## config.mk

```make
export PLATFORM = sky130hd
export DESIGN_NAME = ring_osc_bank_ctrl
export DESIGN_NICKNAME = d
export VERILOG_FILES = /design/src/rtl/ring_osc_bank_ctrl.sv
export SDC_FILE = /design/constraint.sdc
export NUM_CORES = 1
export LEC_CHECK = 0
export CAP_MARGIN = 20
export CORE_MARGIN = 4
export CORE_UTILIZATION = 55
export CTS_BUF_LIST = sky130_fd_sc_hd__clkbuf_16
export CTS_CLUSTER_DIAMETER = 30
export DETAILED_ROUTE_END_ITERATION = 10
export PLACE_DENSITY = 0.84
export SYNTH_ARGS = -nofsm -noshare
export SYNTH_HDL_FRONTEND = slang
export SYNTH_SLANG_ARGS = --single-unit
```

## constraint.sdc

```tcl
create_clock -name clk -period 2.48 [get_ports clk]
set_clock_uncertainty 0.2 [all_clocks]
set_input_delay 0.496 -clock clk [delete_from_list [all_inputs] [get_ports clk]]
set_output_delay 0.496 -clock clk [all_outputs]
set_load 0.01 [all_outputs]
```

## src/rtl/ring_osc_bank_ctrl.sv

```systemverilog
// Per-channel ring-oscillator enable controller: each channel runs its ring for a
// programmed number of clock cycles after a time-stamp strobe edge; RE freezes all rings.
module ring_osc_bank_ctrl #(
  parameter int N_CH  = 4,
  parameter int CNT_W = 8,
  parameter int CH_W  = (N_CH > 1) ? $clog2(N_CH) : 1
) (
  input  logic              clk,
  input  logic              rstb,
  input  logic [N_CH-1:0]   tsc_i,
  input  logic              wr_en,
  input  logic [CH_W-1:0]   wr_ch,
  input  logic [CNT_W-1:0]  wr_data,
  input  logic              RE,
  input  logic [CH_W-1:0]   rd_ch,
  output logic [N_CH-1:0]   ring_en_o,
  output logic [N_CH-1:0]   done_o,
  output logic [N_CH-1:0]   busy_o,
  output logic              wr_err_o,
  output logic [CNT_W-1:0]  rd_data,
  output logic              rd_valid,
  output logic [2*N_CH-1:0] state_dbg_o
);

  typedef enum logic [1:0] {
    ST_IDLE  = 2'd0,
    ST_ARMED = 2'd1,
    ST_RUN   = 2'd2,
    ST_DONE  = 2'd3
  } state_t;

  state_t           state_q [N_CH];
  logic [CNT_W-1:0] cnt_q   [N_CH];
  logic [N_CH-1:0]  tsc_q;

  logic             wr_ch_ok;
  logic             rd_ch_ok;
  logic [N_CH-1:0]  wr_sel;
  logic [N_CH-1:0]  wr_acc_d;
  logic [N_CH-1:0]  tsc_rise;
  logic [N_CH-1:0]  in_run;
  logic             wr_err_d;

  // Channel indices beyond N_CH only exist when N_CH is not a power of two.
  if (N_CH < (1 << CH_W)) begin : g_idx_chk
    assign wr_ch_ok = (wr_ch < CH_W'(N_CH));
    assign rd_ch_ok = (rd_ch < CH_W'(N_CH));
  end else begin : g_idx_full
    assign wr_ch_ok = 1'b1;
    assign rd_ch_ok = 1'b1;
  end

  // wr_en is a one-cycle command with no back-pressure: it is either applied at the
  // sampling edge or rejected, and a rejection shows on wr_err_o in the following cycle.
  always_comb begin
    in_run      = '0;
    wr_sel      = '0;
    wr_acc_d    = '0;
    tsc_rise    = '0;
    ring_en_o   = '0;
    busy_o      = '0;
    state_dbg_o = '0;
    for (int i = 0; i < N_CH; i++) begin
      in_run[i]               = (state_q[i] == ST_RUN);
      wr_sel[i]               = wr_en && wr_ch_ok && (wr_ch == CH_W'(i));
      wr_acc_d[i]             = wr_sel[i] && !in_run[i];
      tsc_rise[i]             = tsc_i[i] && !tsc_q[i];
      ring_en_o[i]            = in_run[i] && !RE;
      busy_o[i]               = (state_q[i] == ST_ARMED) || in_run[i];
      state_dbg_o[2*i +: 2]   = state_q[i];
    end
    wr_err_d = wr_en && (!wr_ch_ok || |(wr_sel & in_run));
  end

  always_ff @(posedge clk or negedge rstb) begin
    if (!rstb) begin
      for (int i = 0; i < N_CH; i++) begin
        state_q[i] <= ST_IDLE;
        cnt_q[i]   <= '0;
      end
      tsc_q    <= '0;
      done_o   <= '0;
      wr_err_o <= 1'b0;
      rd_data  <= '0;
      rd_valid <= 1'b0;
    end else begin
      tsc_q    <= tsc_i;
      done_o   <= '0;
      wr_err_o <= wr_err_d;
      rd_valid <= RE;
      if (RE) begin
        rd_data <= rd_ch_ok ? cnt_q[rd_ch] : '0;
      end
      for (int i = 0; i < N_CH; i++) begin
        if (wr_acc_d[i]) begin
          // A write beats a coinciding strobe edge; a zero budget completes at once.
          cnt_q[i] <= wr_data;
          if (wr_data == '0) begin
            state_q[i] <= ST_DONE;
            done_o[i]  <= 1'b1;
          end else begin
            state_q[i] <= ST_ARMED;
          end
        end else begin
          case (state_q[i])
            ST_ARMED: begin
              if (tsc_rise[i]) state_q[i] <= ST_RUN;
            end
            ST_RUN: begin
              if (!RE) begin
                if (cnt_q[i] <= CNT_W'(1)) begin
                  cnt_q[i]   <= '0;
                  state_q[i] <= ST_DONE;
                  done_o[i]  <= 1'b1;
                end else begin
                  cnt_q[i] <= cnt_q[i] - CNT_W'(1);
                end
              end
            end
            default: ;
          endcase
        end
      end
    end
  end

endmodule
```

==> impl_metrics.toml, run 1 <==
[status]
status = "finished, final reports clean"

[synth]
ys_ff_latch = 58
synthCells = 377
synth_largest_area_cell = "dfrtp_1"
async_flop_share = 1.00
syn-num-nets = 417
synth_edf_count = 0
yosys-top-cells-area = "dfrtp_1 (40%), ha_1 (6.8%), mux4_2 (4.9%)"
synth.distinct_cells = 67
synth_top_area_frac = 0.397
ys_seq_area_frac = 0.397
syn-cell-area_um2 = 3660
avgSynthCellArea_um2 = 9.71
synth_ff_type = "dfrtp_1"
yosys_warnings = 0
synth_commonest_cells = "dfrtp_1 (58), inv_1 (31), nand2_1 (29)"
yosysMostFrequentCell = "dfrtp_1"

[setup_path]
rrSetupSlack_ns = 0.12
path_class = "input pin to output port"
reg2reg_to = "cnt_q[11]"
critPathMaxStageDelay_ns = 0.45
worstPathRequired_ns = 1.78
cp.arrival_ns = 1.69
rr_worst_depth = 4
timing.rr.start = "cnt_q[13]"
path_cells = "clkdlybuf4s50_1 > buf_4 > nand2b_1 > inv_1 > dlygate4sd2_1"
cp-end-kind = "output port"
path_max_fanout = 9
crit_slowest_cell = "clkdlybuf4s50_1"
path_buf_inv = 4
worst_setup_path_start_kind = "input pin"
crit_family = "buffers and inverters"

[finish]
fillers = 425
syn2layout_area_growth_pct = 35.8
design_area_um2 = 4970
utilization = 0.774
n_antenna_cell = 0
final_nets = 519
finalNonFillerCells = 561
drive_gt1_frac = 0.205

[grt]
antenna_found_initial = 0
top_usage_layer = "met2"
grt_use_met3 = 0.0511
grt_usage = 0.310
use_met1 = 0.402
grt_max_degree = 39
grtUsageMet2 = 0.501
grt_pass1_wl_um = 18500
grt_overflow_total = 0
grt_pass1_vias = 3640

[sta]
max_slew_margin = 0.622
rsz0062_at_grt = "false"
tightestPinTransition_ns = 0.562
min_period_ns = 2.38
max_freq_mhz = 420
setup_viol = 0
fin_crit_sh = 0.961
hold_viol = 0
final_max_slew_viol_count = 0

[clock_network]
numCtsBuffers = 9
cts_sinks = 58
htree_num_levels = 3
cts_tree = "done"
root_buffer = "clkbuf_16"
cts_setup_buffers = 0
clk_path_buf_depth = 2
clk_latency_ns = 0.33
clk_pin_slew_ns = 0.05

[place]
port_buffers = 49
dp_hpwl_um = 8180
dp_cells = 544
globalplace.congestion = 0.959
dpl_cell_area_um2 = 4620

[hold_path]
hold_path_end = "rd_data[1]"
hp-class = "flop to flop"
min_from = "rd_data[1]"
hold_depth = 1

[pwr]
power.density_nw_per_um2 = 1200
power_leakage_nw = 2.21
irDropWorstVdd_uv = 693
total_power_w = 0.00597

[floorplan]
die_w_um = 89.6
die_area_um2 = 8020
row_count = 29
initial_utilization = 0.570
ioPinCount = 50
die_h_um = 89.6
core_um2 = 6420

[drt]
routedWlPerCell_um = 20.7
ant_nets = 0
drt_wl_total_um = 11600
vias_per_cell = 6.50
drt_iter0_markers = 344
drc = 0
first_pass_iters = 5
vias = 3649

[run]
max_cap_violations = 0
[how the worst max path moves through the flow]
stage,from,end,slack (ns),cells after the start
after floorplan,state_dbg_o[4],cnt_q[15],0.26,6
after global placement,RE,ring_en_o[3],-0.10,5
after detailed placement,wr_en,cnt_q[27],-0.13,5
after CTS,state_dbg_o[2],busy_o[1],0.1,4
after global routing,cnt_q[13],cnt_q[11],0.005,4
final,RE,ring_en_o[3],0.1,5
[metal layers]
metal,vias to the layer above,share of wire
met5,-,0
met4,0,0.041
met3,44,0.089
met2,254,0.47
met1,1720,0.39
li1,1631,-
[registers in the layout (all words and copies together), names as in the netlist]
name / count
cnt_q: 32
rd_valid: 1
state_dbg_o: 8
done_o: 4
tsc_q: 4
rd_data: 8
wr_err_o: 1
[report_power, final]
group	total [W]	leakage [nW]	internal, W	switching (W)
sequential	0.00182	0.681	0.00132	0.000504
combinational	0.00273	1.36	0.00136	0.00137
clock	0.00142	0.168	0.000971	0.000446
total	0.00597	2.21	0.00365	0.00232
[repair_timing]
action                                 CTS  global route
hold buffers                             1             0
endpoints found under the hold margin   20             0
resized for setup                        7             0
setup endpoints to repair                4             0
[layout by cell type, fill, tap and decap left out, types with 7 or more instances in the layout]
cell type	n
o21ai_0	13
clkbuf_16	9
dfrtp_1	58
nor3_1	11
nand3_1	23
a21oi_1	18
or3_1	7
mux4_2	8
nand2b_1	7
buf_4	53
nand2_1	29
clkdlybuf4s50_1	44
ha_1	17
inv_1	33
nor2_1	23
mux2_2	9
[cell type report]
type	count	area (um2)	share of cell area
clock buffer	9	225	0.0453
clock inverter	7	110	0.0222
inverter	32	120	0.0242
multi-input combinational	273	2040	0.410
sequential	58	1450	0.292
tap	77	96.3	0.0194
timing repair buffer	105	928	0.187
[per-stage QoR]
step                      hold slack, ns  worst slack, ns  setup TNS [ns]
final                              0.301           0.0965               0
after global routing               0.331          0.00459               0
after detailed placement           0.286           -0.133           -1.08
after floorplan                 0.000409            0.258               0
after CTS                          0.307           0.0969               0
after global placement             0.282           -0.104          -0.622
[cell families after synthesis]
| family | synth area share |
|---|---|
| DFF | 0.397 |
| AOI/OAI and AO/OA | 0.189 |
| xor gates and xnor gates | 0.00239 |
| and+or+nand+nor | 0.197 |
| muxes | 0.0978 |
| adders and majority gates | 0.0684 |
| buffers and inverters | 0.0489 |
(Power assumes the default switching activity.)
==> run 2: changes to the inputs <==
- CTS_BUF_LIST: sky130_fd_sc_hd__clkbuf_16 -> sky130_fd_sc_hd__clkbuf_8
==> impl_metrics.toml, run 2 (same netlist as run 1, synthesis figures left out) <==
[status]
status = "finished, final reports clean"

[clock_network]
cts_tree = "done"
clk_path_buf_depth = 2
cts_sinks = 58
root_buffer = "clkbuf_8"
htree_num_levels = 3
numCtsBuffers = 9
clk_latency_ns = 0.35
clk_pin_slew_ns = 0.07

[grt]
grt_max_degree = 39
grt_pass1_vias = 3596
grt_usage = 0.302
grt_overflow_total = 0
antenna_found_initial = 0
grt_pass1_wl_um = 18000

[setup_path]
worst_setup_path_start_kind = "flop"
worstPathRequired_ns = 2.51
critPathMaxStageDelay_ns = 0.68
rrSetupSlack_ns = 0.08
cp.arrival_ns = 2.43
crit_slowest_cell = "or4_1"
path_max_fanout = 6
cp-end-kind = "flop"
path_class = "flop to flop"
path_cells = "or4_1 > o41ai_4 > nor3b_1 > a221o_1"

[sta]
max_freq_mhz = 416
final_max_slew_viol_count = 0
min_period_ns = 2.40
setup_viol = 0
max_slew_margin = 0.630
rsz0062_at_grt = "false"
whs_ns = 0.305
tns_ns = 0
setup_ws_ns = 0.0757
fin_crit_sh = 0.969
tightestPinTransition_ns = 0.550
hold_viol = 0

[finish]
mostFrequentLayoutCell = "dfrtp_1"
top_register = "cnt_q"
finalNonFillerCells = 563
final_nets = 521
most-common-layout-cells = "dfrtp_1 (58), buf_4 (55), clkdlybuf4s50_1 (43), inv_1 (32), nand2_1 (29)"
largest_reg_flops = 32
n_antenna_cell = 0
syn2layout_area_growth_pct = 34.1
drive_gt1_frac = 0.212

[floorplan]
ioPinCount = 50
row_count = 29
die_area_um2 = 8020
initial_utilization = 0.570
die_w_um = 89.6
core_um2 = 6420
die_h_um = 89.6

[place]
dp_hpwl_um = 8180
port_buffers = 49
dp_cells = 544
globalplace.congestion = 0.959
dp_slack_ns = -0.133

[drt]
routedWlPerCell_um = 20.0
first_pass_iters = 5
vias_per_cell = 6.43
ant_nets = 0
drt_wl_total_um = 11300
drc = 0
vias = 3618
drt_iter0_markers = 327

[pwr]
total_power_w = 0.00563
irDropWorstVdd_uv = 667
power_leakage_nw = 2.18
power.density_nw_per_um2 = 1150

[run]
max_cap_violations = 0

[hold_path]
hp-class = "flop to flop"
==> run 2: changes by cell type in the layout (fill, tap and decap cells not counted), moves of 2 or more <==
cell / before / now
buf_4: 53 / 55
ha_4: 0 / 2
clkbuf_8: 0 / 9
clkbuf_16: 9 / 0
==> run 2: final timing paths <==
kind                       cells after the start          to  startpoint
max                                            4   cnt_q[10]   cnt_q[13]
min                                            1  rd_data[1]  rd_data[1]
max reg2reg                                    4   cnt_q[10]   cnt_q[13]
min reg2reg                                    1  rd_data[1]  rd_data[1]
max in group asynchronous                      3    tsc_q[2]        rstb
min in group asynchronous                      2   done_o[0]        rstb
==> run 2: report_power, final <==
group	switching [W]	internal [W]	leakage [nW]
clock	0.000404	0.000658	0.122
sequential	0.000504	0.00132	0.681
combinational	0.00136	0.00139	1.38
total	0.00227	0.00336	2.18
==> run 2: final cells by class <==
type | instances | area (um2)
repair buffers | 107 | 946
fillers | 442 | 1520
clock inverters | 7 | 110
inverters | 32 | 120
well taps | 77 | 96.3
flip-flops and latches | 58 | 1450
multi-input cells | 273 | 2060
clock buffers | 9 | 124
==> run 2: per-layer routing <==
layer  track usage  wire length (um)
met3        0.0511               964
met5             0                 0
met2         0.491              5350
met4         0.149               447
met1         0.391              4530
==> run 2: critical path: cells and delay by family, from the launching register on <==
family | cells | cell delay [ns]
AO/OA/AOI/OAI | 2 | 0.84
flip-flops | 1 | 0.42
AND/OR/NAND/NOR | 2 | 0.83
==> run 2: stage by stage <==
step / cell area, um2 / util
CTS: 4890 / 0.761
global placement: 4620 / 0.719
global route: 4910 / 0.764
detailed placement: 4620 / 0.719
finish: 4910 / 0.764
floorplan: 3660 / -
==> run 2: what timing repair did <==
action / in CTS / in global routing
setup buffers: 0 / 2
setup endpoints to repair: 4 / 3
hold buffers: 1 / 0
hold endpoints to repair: 20 / 0
resized for setup: 10 / 2
==> run 3: changes to the inputs <==
- CORE_MARGIN: 4 -> 3
- CTS_CLUSTER_SIZE: not set -> 28
==> impl_metrics.toml, run 3 (same netlist as run 1, synthesis figures left out) <==
[status]
status = "finished, final reports clean"

[finish]
final_nets = 518
syn2layout_area_growth_pct = 30.8
mostFrequentLayoutCell = "dfrtp_1"
most-common-layout-cells = "dfrtp_1 (58), buf_4 (52), clkdlybuf4s50_1 (44), inv_1 (33), nand2_1 (29)"
n_antenna_cell = 0
finalNonFillerCells = 559
largest_reg_flops = 32
top_register = "cnt_q"
design_area_um2 = 4790
drive_gt1_frac = 0.201

[sta]
rsz0062_at_grt = "false"
min_period_ns = 2.41
fin_crit_sh = 0.971
hold_viol = 0
max_slew_margin = 0.503
setup_viol = 0
final_max_slew_viol_count = 0
tightestPinTransition_ns = 0.738
max_freq_mhz = 415
whs_ns = 0.309

[grt]
grt_pass1_vias = 3602
grt_usage = 0.317
grt_pass1_wl_um = 18300
grt_overflow_total = 0
antenna_found_initial = 0
grt_max_degree = 59

[drt]
routedWlPerCell_um = 20.0
vias_per_cell = 6.50
ant_nets = 0
drt_wl_total_um = 11200
first_pass_iters = 5
vias = 3632
drc = 0
drt_iter0_markers = 257

[floorplan]
die_w_um = 87.6
row_count = 29
die_area_um2 = 7670
ioPinCount = 50
core_um2 = 6390
die_h_um = 87.6
initial_utilization = 0.573

[setup_path]
cp-end-kind = "output port"
worstPathRequired_ns = 1.78
path_max_fanout = 4
worst_setup_path_start_kind = "flop"
path_class = "flop to output port"
cp.arrival_ns = 1.71

[clock_network]
cts_sinks = 58
cts_tree = "done"
clk_path_buf_depth = 2
numCtsBuffers = 9
clk_latency_ns = 0.35
root_buffer = "clkbuf_8"
clk_pin_slew_ns = 0.06
htree_num_levels = 3

[place]
port_buffers = 49
dp_cells = 542
dp_hpwl_um = 8340
dpl_cell_area_um2 = 4610
globalplace.congestion = 0.944

[pwr]
irDropWorstVdd_uv = 687
power.density_nw_per_um2 = 1100
power_leakage_nw = 2.13

[hold_path]
hp-class = "flop to flop"

[run]
max_cap_violations = 0
[run 3: critical path: stages, from the launching register on]
cell and delay [ns]:
dfrtp_1 0.39, inv_1 0.10, ha_1 0.29, inv_1 0.05, clkdlybuf4s50_1 0.53
[run 3: repair_timing]
action,in CTS,in global routing
hold buffers,1,0
resized for setup,8,0
hold endpoints to repair,58,0
buffers inserted,0,1
gates cloned,0,0
endpoints found under the setup margin,4,1
[run 3: worst paths after layout]
kind	start	slack, ns	depth (start not counted)	end
hold / removal	rd_data[5]	0.31	1	rd_data[5]
min in group asynchronous	rstb	0.48	3	cnt_q[24]
max in group asynchronous	rstb	1.32	3	cnt_q[18]
setup reg to reg	cnt_q[12]	0.09	4	cnt_q[10]
hold reg to reg	rd_data[5]	0.31	1	rd_data[5]
setup / recovery	state_dbg_o[2]	0.07	4	busy_o[1]
[run 3: routing by layer]
metal  up-vias  track usage  part of all wire
li1       1634            -                 -
met5         -            0                 0
met4         0        0.151             0.033
met3        36       0.0659              0.11
met1      1715        0.420              0.39
met2       247        0.498              0.46
[run 3: layout make-up]
cell class,count,area (um2)
fill,454,1600
timing repair buffer,104,921
clock inverter,6,27.5
clock buffer,9,124
tap,77,96.3
sequential,58,1450
multi-input combinational,273,2050
inverter,32,120
[run 3: report_power, final]
part / switching (W) / internal (W)
Clock: 0.000380 / 0.000342
Combinational: 0.00134 / 0.00137
Sequential: 0.000516 / 0.00132
[run 3: per-stage QoR]
| step | utilization | setup slack, ns | total power (W) | setup TNS [ns] |
|---|---|---|---|---|
| 3_5_place_dp | 0.721 | -0.121 | 0.00446 | -1.08 |
| 5_1_grt | 0.750 | 0.00875 | 0.00563 | 0 |
| 6_report | 0.750 | 0.0708 | 0.00526 | 0 |
| 3_3_place_gp | 0.721 | -0.110 | 0.00435 | -0.598 |
| 2_1_floorplan | - | 0.258 | 0.00326 | 0 |
| 4_1_cts | 0.748 | 0.0445 | 0.00520 | 0 |
==> patch 1, RTL diff (settings of run 2) <==
Register the output `busy_o`; this adds one clock of latency there. The other outputs are not delayed to match.
--- a/src/rtl/ring_osc_bank_ctrl.sv
+++ b/src/rtl/ring_osc_bank_ctrl.sv
@@ -29,6 +29,8 @@
     ST_DONE  = 2'd3
   } state_t;
 
+  logic [N_CH-1:0] busy_d;
+
   state_t           state_q [N_CH];
   logic [CNT_W-1:0] cnt_q   [N_CH];
   logic [N_CH-1:0]  tsc_q;
@@ -58,7 +60,7 @@
     wr_acc_d    = '0;
     tsc_rise    = '0;
     ring_en_o   = '0;
-    busy_o      = '0;
+    busy_d      = '0;
     state_dbg_o = '0;
     for (int i = 0; i < N_CH; i++) begin
       in_run[i]               = (state_q[i] == ST_RUN);
@@ -66,7 +68,7 @@
       wr_acc_d[i]             = wr_sel[i] && !in_run[i];
       tsc_rise[i]             = tsc_i[i] && !tsc_q[i];
       ring_en_o[i]            = in_run[i] && !RE;
-      busy_o[i]               = (state_q[i] == ST_ARMED) || in_run[i];
+      busy_d[i]               = (state_q[i] == ST_ARMED) || in_run[i];
       state_dbg_o[2*i +: 2]   = state_q[i];
     end
     wr_err_d = wr_en && (!wr_ch_ok || |(wr_sel & in_run));
@@ -124,4 +126,8 @@
     end
   end
 
+  always_ff @(posedge clk) begin
+    busy_o <= busy_d;
+  end
+
 endmodule
Check against the original RTL: not equivalent (a bounded check fails within 4 cycles, from zero or initial values and one cycle with rstb low).
==> patch 1 against run 2 <==
Sequential cell count is 4 higher; clock power fell by 26%; global-route usage down 3.5 points; total power down 3.0%; cell area decreased by 3.0%; setup slack improved by 0.079 ns; largest power group unchanged; area after synthesis grew 1.9%; critical endpoint is now ring_en_o[2]; routed wire length shrank 6.7%.
==> patch 1: results (changes against run 2) <==
- Slew HR: 0.599 (-0.0310)
- Vias/cell: 6.44 (+0.26%)
- Final net count: 504 (-3.3%)
- Worst vdd ir: 0.716 mV (+7.3%)
- Layout cells sized above 1: 0.183 (-0.0286)
- Most frequent cells after synthesis: 58 x dfrtp_1, 35 x inv_1, 28 x nand2_1
- CP Max Fanout: 7 (+1)
- Crit path largest cell delay: 0.45 ns (-0.23 ns)
- R2r setup slk: 0.24 ns (+0.16 ns)
- Pleak: 2.11 nW (-3.3%)
- Worst R2R End: cnt_q[19]
- Hold EP: rd_data[2]
- WP data arrival: 1.63 ns (-0.80 ns)
- Sequential area share after synthesis: 0.410 (+0.0139)
- Status: finished clean
- Fillers: 456 (+3.2%)
- Final hold slack: 0.306 ns (+0.00132 ns)
- Min-Delay Startpoint: rd_data[2]
- DP Cell Count: 529 (-2.8%)
- Fin cells: 546 (-3.0%)
- Largest net degree at the start of global routing: 36 (-7.7%)
- Post-synth ARST share: 0.935 (-0.0645)
- Total global-route track usage: 0.267 (-0.0351)
- Top cells by area, synth: dfrtp_1 39%, ha_1 6.7%, mux4_2 4.8%
- FF-to-FF Start: cnt_q[16]
- GPL Wtd Cong: 1.00 (+4.4%)
- Detailed Route WL: 10.5 mm (-6.7%)
- Yosys cell types: 65 (-3.0%)
- Syn Area/Cell: 9.90 um^2 (+1.9%)
- CP startpoint: RE
- Slowest-stage cell, CP: clkdlybuf4s50_1
- R2R depth: 6 (+2)
[patch 1: cell types whose count changed after synthesis, sizes merged, moves of 4 or more]
cell,delta
a21oi,-9
nand3,-7
a32oi,-5
o21ai,+5
o22ai,+5
a22o,+4
dfxtp,+4
inv,+4
nand2b,+4
[patch 1: metal layers]
| metal | track usage | share of wire |
|---|---|---|
| met1 | 0.352 | 0.41 |
| met2 | 0.417 | 0.47 |
| met3 | 0.0417 | 0.080 |
| met4 | 0.156 | 0.045 |
| met5 | 0 | 0 |
[patch 1: cells by family after synthesis]
logic type,count (synthesis),synth area share
AOI/OAI and AO/OA,102,0.201
xor gates and xnor gates,2,0.00470
adders and majority gates,20,0.0671
buffers and inverters,51,0.0540
DFF,62,0.410
muxes,20,0.0879
and+or+nand+nor,120,0.175
[patch 1: how the worst max path moves through the flow]
stage                    to  cells after the start
6_report       ring_en_o[2]                      5
5_1_grt        ring_en_o[3]                      5
3_3_place_gp   ring_en_o[3]                      5
4_1_cts        ring_en_o[2]                      5
3_5_place_dp   ring_en_o[1]                      5
2_1_floorplan     cnt_q[27]                      8
[patch 1: report_power, final]
group	internal (mW)	leakage [nW]	switching (mW)
sequential	1.43	0.726	0.534
clock	0.403	0.103	0.384
combinational	1.38	1.28	1.33
total	3.21	2.11	2.25
[patch 1: final cells by class]
cell class | count | area, um^2 | share of cell area
Clock buffer | 11 | 151 | 0.0318
Clock inverter | 5 | 21.3 | 0.00447
Inverter | 36 | 135 | 0.0284
Multi-Input combinational cell | 264 | 2010 | 0.423
Sequential cell | 62 | 1530 | 0.322
Tap cell | 77 | 96.3 | 0.0202
Timing Repair Buffer | 91 | 811 | 0.170
[patch 1: metrics by stage]
step                      area [um^2]  setup TNS (ns)
after floorplan                  3730               0
after global placement           4570          -0.201
after detailed placement         4570          -0.349
after CTS                        4760               0
after global routing             4760               0
final                            4760               0
[patch 1: what timing repair did]
action / 4_1_cts / 5_1_grt
hold buffers: 1 / 0
endpoints found under the hold margin: 23 / 0
endpoints found under the setup margin: 4 / 0
resized for setup: 7 / 0
[patch 1: worst max-delay path: cells and delay by family]
kind	cells	cell delay [ns]
and+or+nand+nor	1	0.15
buffers and inverters	4	0.98
==> patch 2, RTL diff (flow settings as in run 2) <==
Made on the original files. The parameter `CNT_W` goes from 8 to 12.
--- a/src/rtl/ring_osc_bank_ctrl.sv
+++ b/src/rtl/ring_osc_bank_ctrl.sv
@@ -2,7 +2,7 @@
 // programmed number of clock cycles after a time-stamp strobe edge; RE freezes all rings.
 module ring_osc_bank_ctrl #(
   parameter int N_CH  = 4,
-  parameter int CNT_W = 8,
+  parameter int CNT_W = 12,
   parameter int CH_W  = (N_CH > 1) ? $clog2(N_CH) : 1
 ) (
   input  logic              clk,
Interface: changed (resized rd_data and wr_data); port bits go from 50 to 58. No check against the original RTL was run, so the function may have changed too.
==> patch 2 against run 2 <==
Die area grew 27%; critical path depth is the same; total power grew 21%; sequential power grew 40%; area after synthesis grew 30%; routed wire length grew 33%; cell area grew 25%; fmax shrank 1.7%; sequential cell count grew 20; global-route usage grew 0.39 points; clock power shrank 9%; setup slack lost 0.040 ns; sequential share of layout area grew 2.3 points.
==> patch 2: results (changes against run 2) <==
- Placed Area: 0.00589 mm^2 (+27%)
- Layout cells sized above 1: 0.197 (-0.0145)
- Worst vdd ir: 0.586 mV (-12%)
- Signal buffers share of area: 0.175 (-0.0179)
- Fraction of area in multi-input gates: 0.436 (+0.0162)
- Adder-cell share of the synthesized area: 0.0526 (-0.0157)
- Count of multi-input gates: 376 (+38%)
- WP data arrival: 1.75 ns (-0.68 ns)
- Most frequent cells after synthesis: 78 x dfrtp_1, 50 x nand2_1, 36 x nor2_1
- Mux cell area share after synthesis: 0.118 (+0.0201)
- Largest net degree at the start of global routing: 58 (+49%)
- Post-Route Utilization: 0.738 (-0.0259)
- Fin cells: 723 (+28%)
- Storage cell area: 0.00195 mm^2 (+34%)
- Sequential cell area share: 0.319 (+0.0229)
- Final HPWL DP: 11.3 mm (+38%)
- # clk buffers: 10 (+1)
- Top cells by area, synth: dfrtp_1 41%, mux4_2 6.2%, ha_1 5.3%
- Reg with most FFs: cnt_q
- Port Buffers: 57 (+16%)
- Grt met1 use: 0.412 (+0.0210)
- Hold WC Path Type: reg -> reg
- Total global-route track usage: 0.306 (+0.00388)
- Inverters: 27 (-16%)
- M2 GR Usage: 0.487 (-0.00477)
- 1st-iter DRT viols: 449 (+37%)
- Instance count of the mapped netlist: 494 (+31%)
- Clock buf/inv share: 0.0327 (-0.0150)
- Status: finished clean
- Max reg flops: 48 (+50%)
- M3 GR Usage: 0.0581 (+0.00704)
- Non-clock buffer count: 121 (+13%)
- Metal-1 WL: 5.86 mm (+30%)
- Crit path largest cell delay: 0.53 ns (-0.15 ns)
- Per-cell routed wire length: 20.8 um (+3.6%)
- First-pass GRT wire length: 24.1 mm (+33%)
- Synth Area in XOR/XNOR: 0.0147 (+0.0123)
- Slowest-stage cell, CP: clkdlybuf4s50_1
- Pleak: 2.61 nW (+20%)
- GPL Wtd Cong: 0.978 (+2.0%)
- Final net count: 657 (+26%)
- Met3 WL post-DR: 1.55 mm (+61%)
- Place WS: -0.112 ns (+0.0209 ns)
- Vias: 4638 (+28%)
- CP Max Fanout: 3 (-3)
- DP Cell Count: 704 (+29%)
- Worst Max-Slew Pin Slew: 0.666 ns (+0.115 ns)
- Compound-gate portion of the synthesized area: 0.166 (-0.0224)
- Yosys cell types: 60 (-10%)
- Area growth from synthesis to layout: 28.9%
- Vias in the first global route: 4517 (+26%)
- FF+latch count: 78 (+34%)
- R2R depth: 6 (+2)
- Sequential area share after synthesis: 0.411 (+0.0141)
- Fillers: 601 (+36%)
## patch 2: repair_timing
action | in CTS | in global routing
hold buffers | 1 | 0
endpoints found under the setup margin | 4 | 2
resized for setup | 7 | 1
buffers inserted | 0 | 2
hold endpoints to repair | 21 | 0
## patch 2: final timing paths
kind | startpoint | endpoint | slack [ns]
worst min-delay path | rd_data[4] | rd_data[4] | 0.31
min in group asynchronous | rstb | tsc_q[2] | 0.37
max in group asynchronous | rstb | cnt_q[8] | 1.08
worst max-delay path | state_dbg_o[0] | busy_o[0] | 0.04
worst min register to register | rd_data[4] | rd_data[4] | 0.31
worst max register to register | cnt_q[13] | cnt_q[18] | 0.22
## patch 2: report_power, final
part           switching, mW  leakage (nW)  internal [mW]
sequential             0.752         0.932           1.79
combinational           1.60          1.58           1.68
clock                  0.479        0.0997          0.489
total                   2.83          2.61           3.96
## patch 2: worst max-delay path: cells and delay by family, from the launching register on
kind,cells,cell delay [ns]
flops,1,0.43
fa+ha+maj,1,0.30
buf+inv,3,0.68
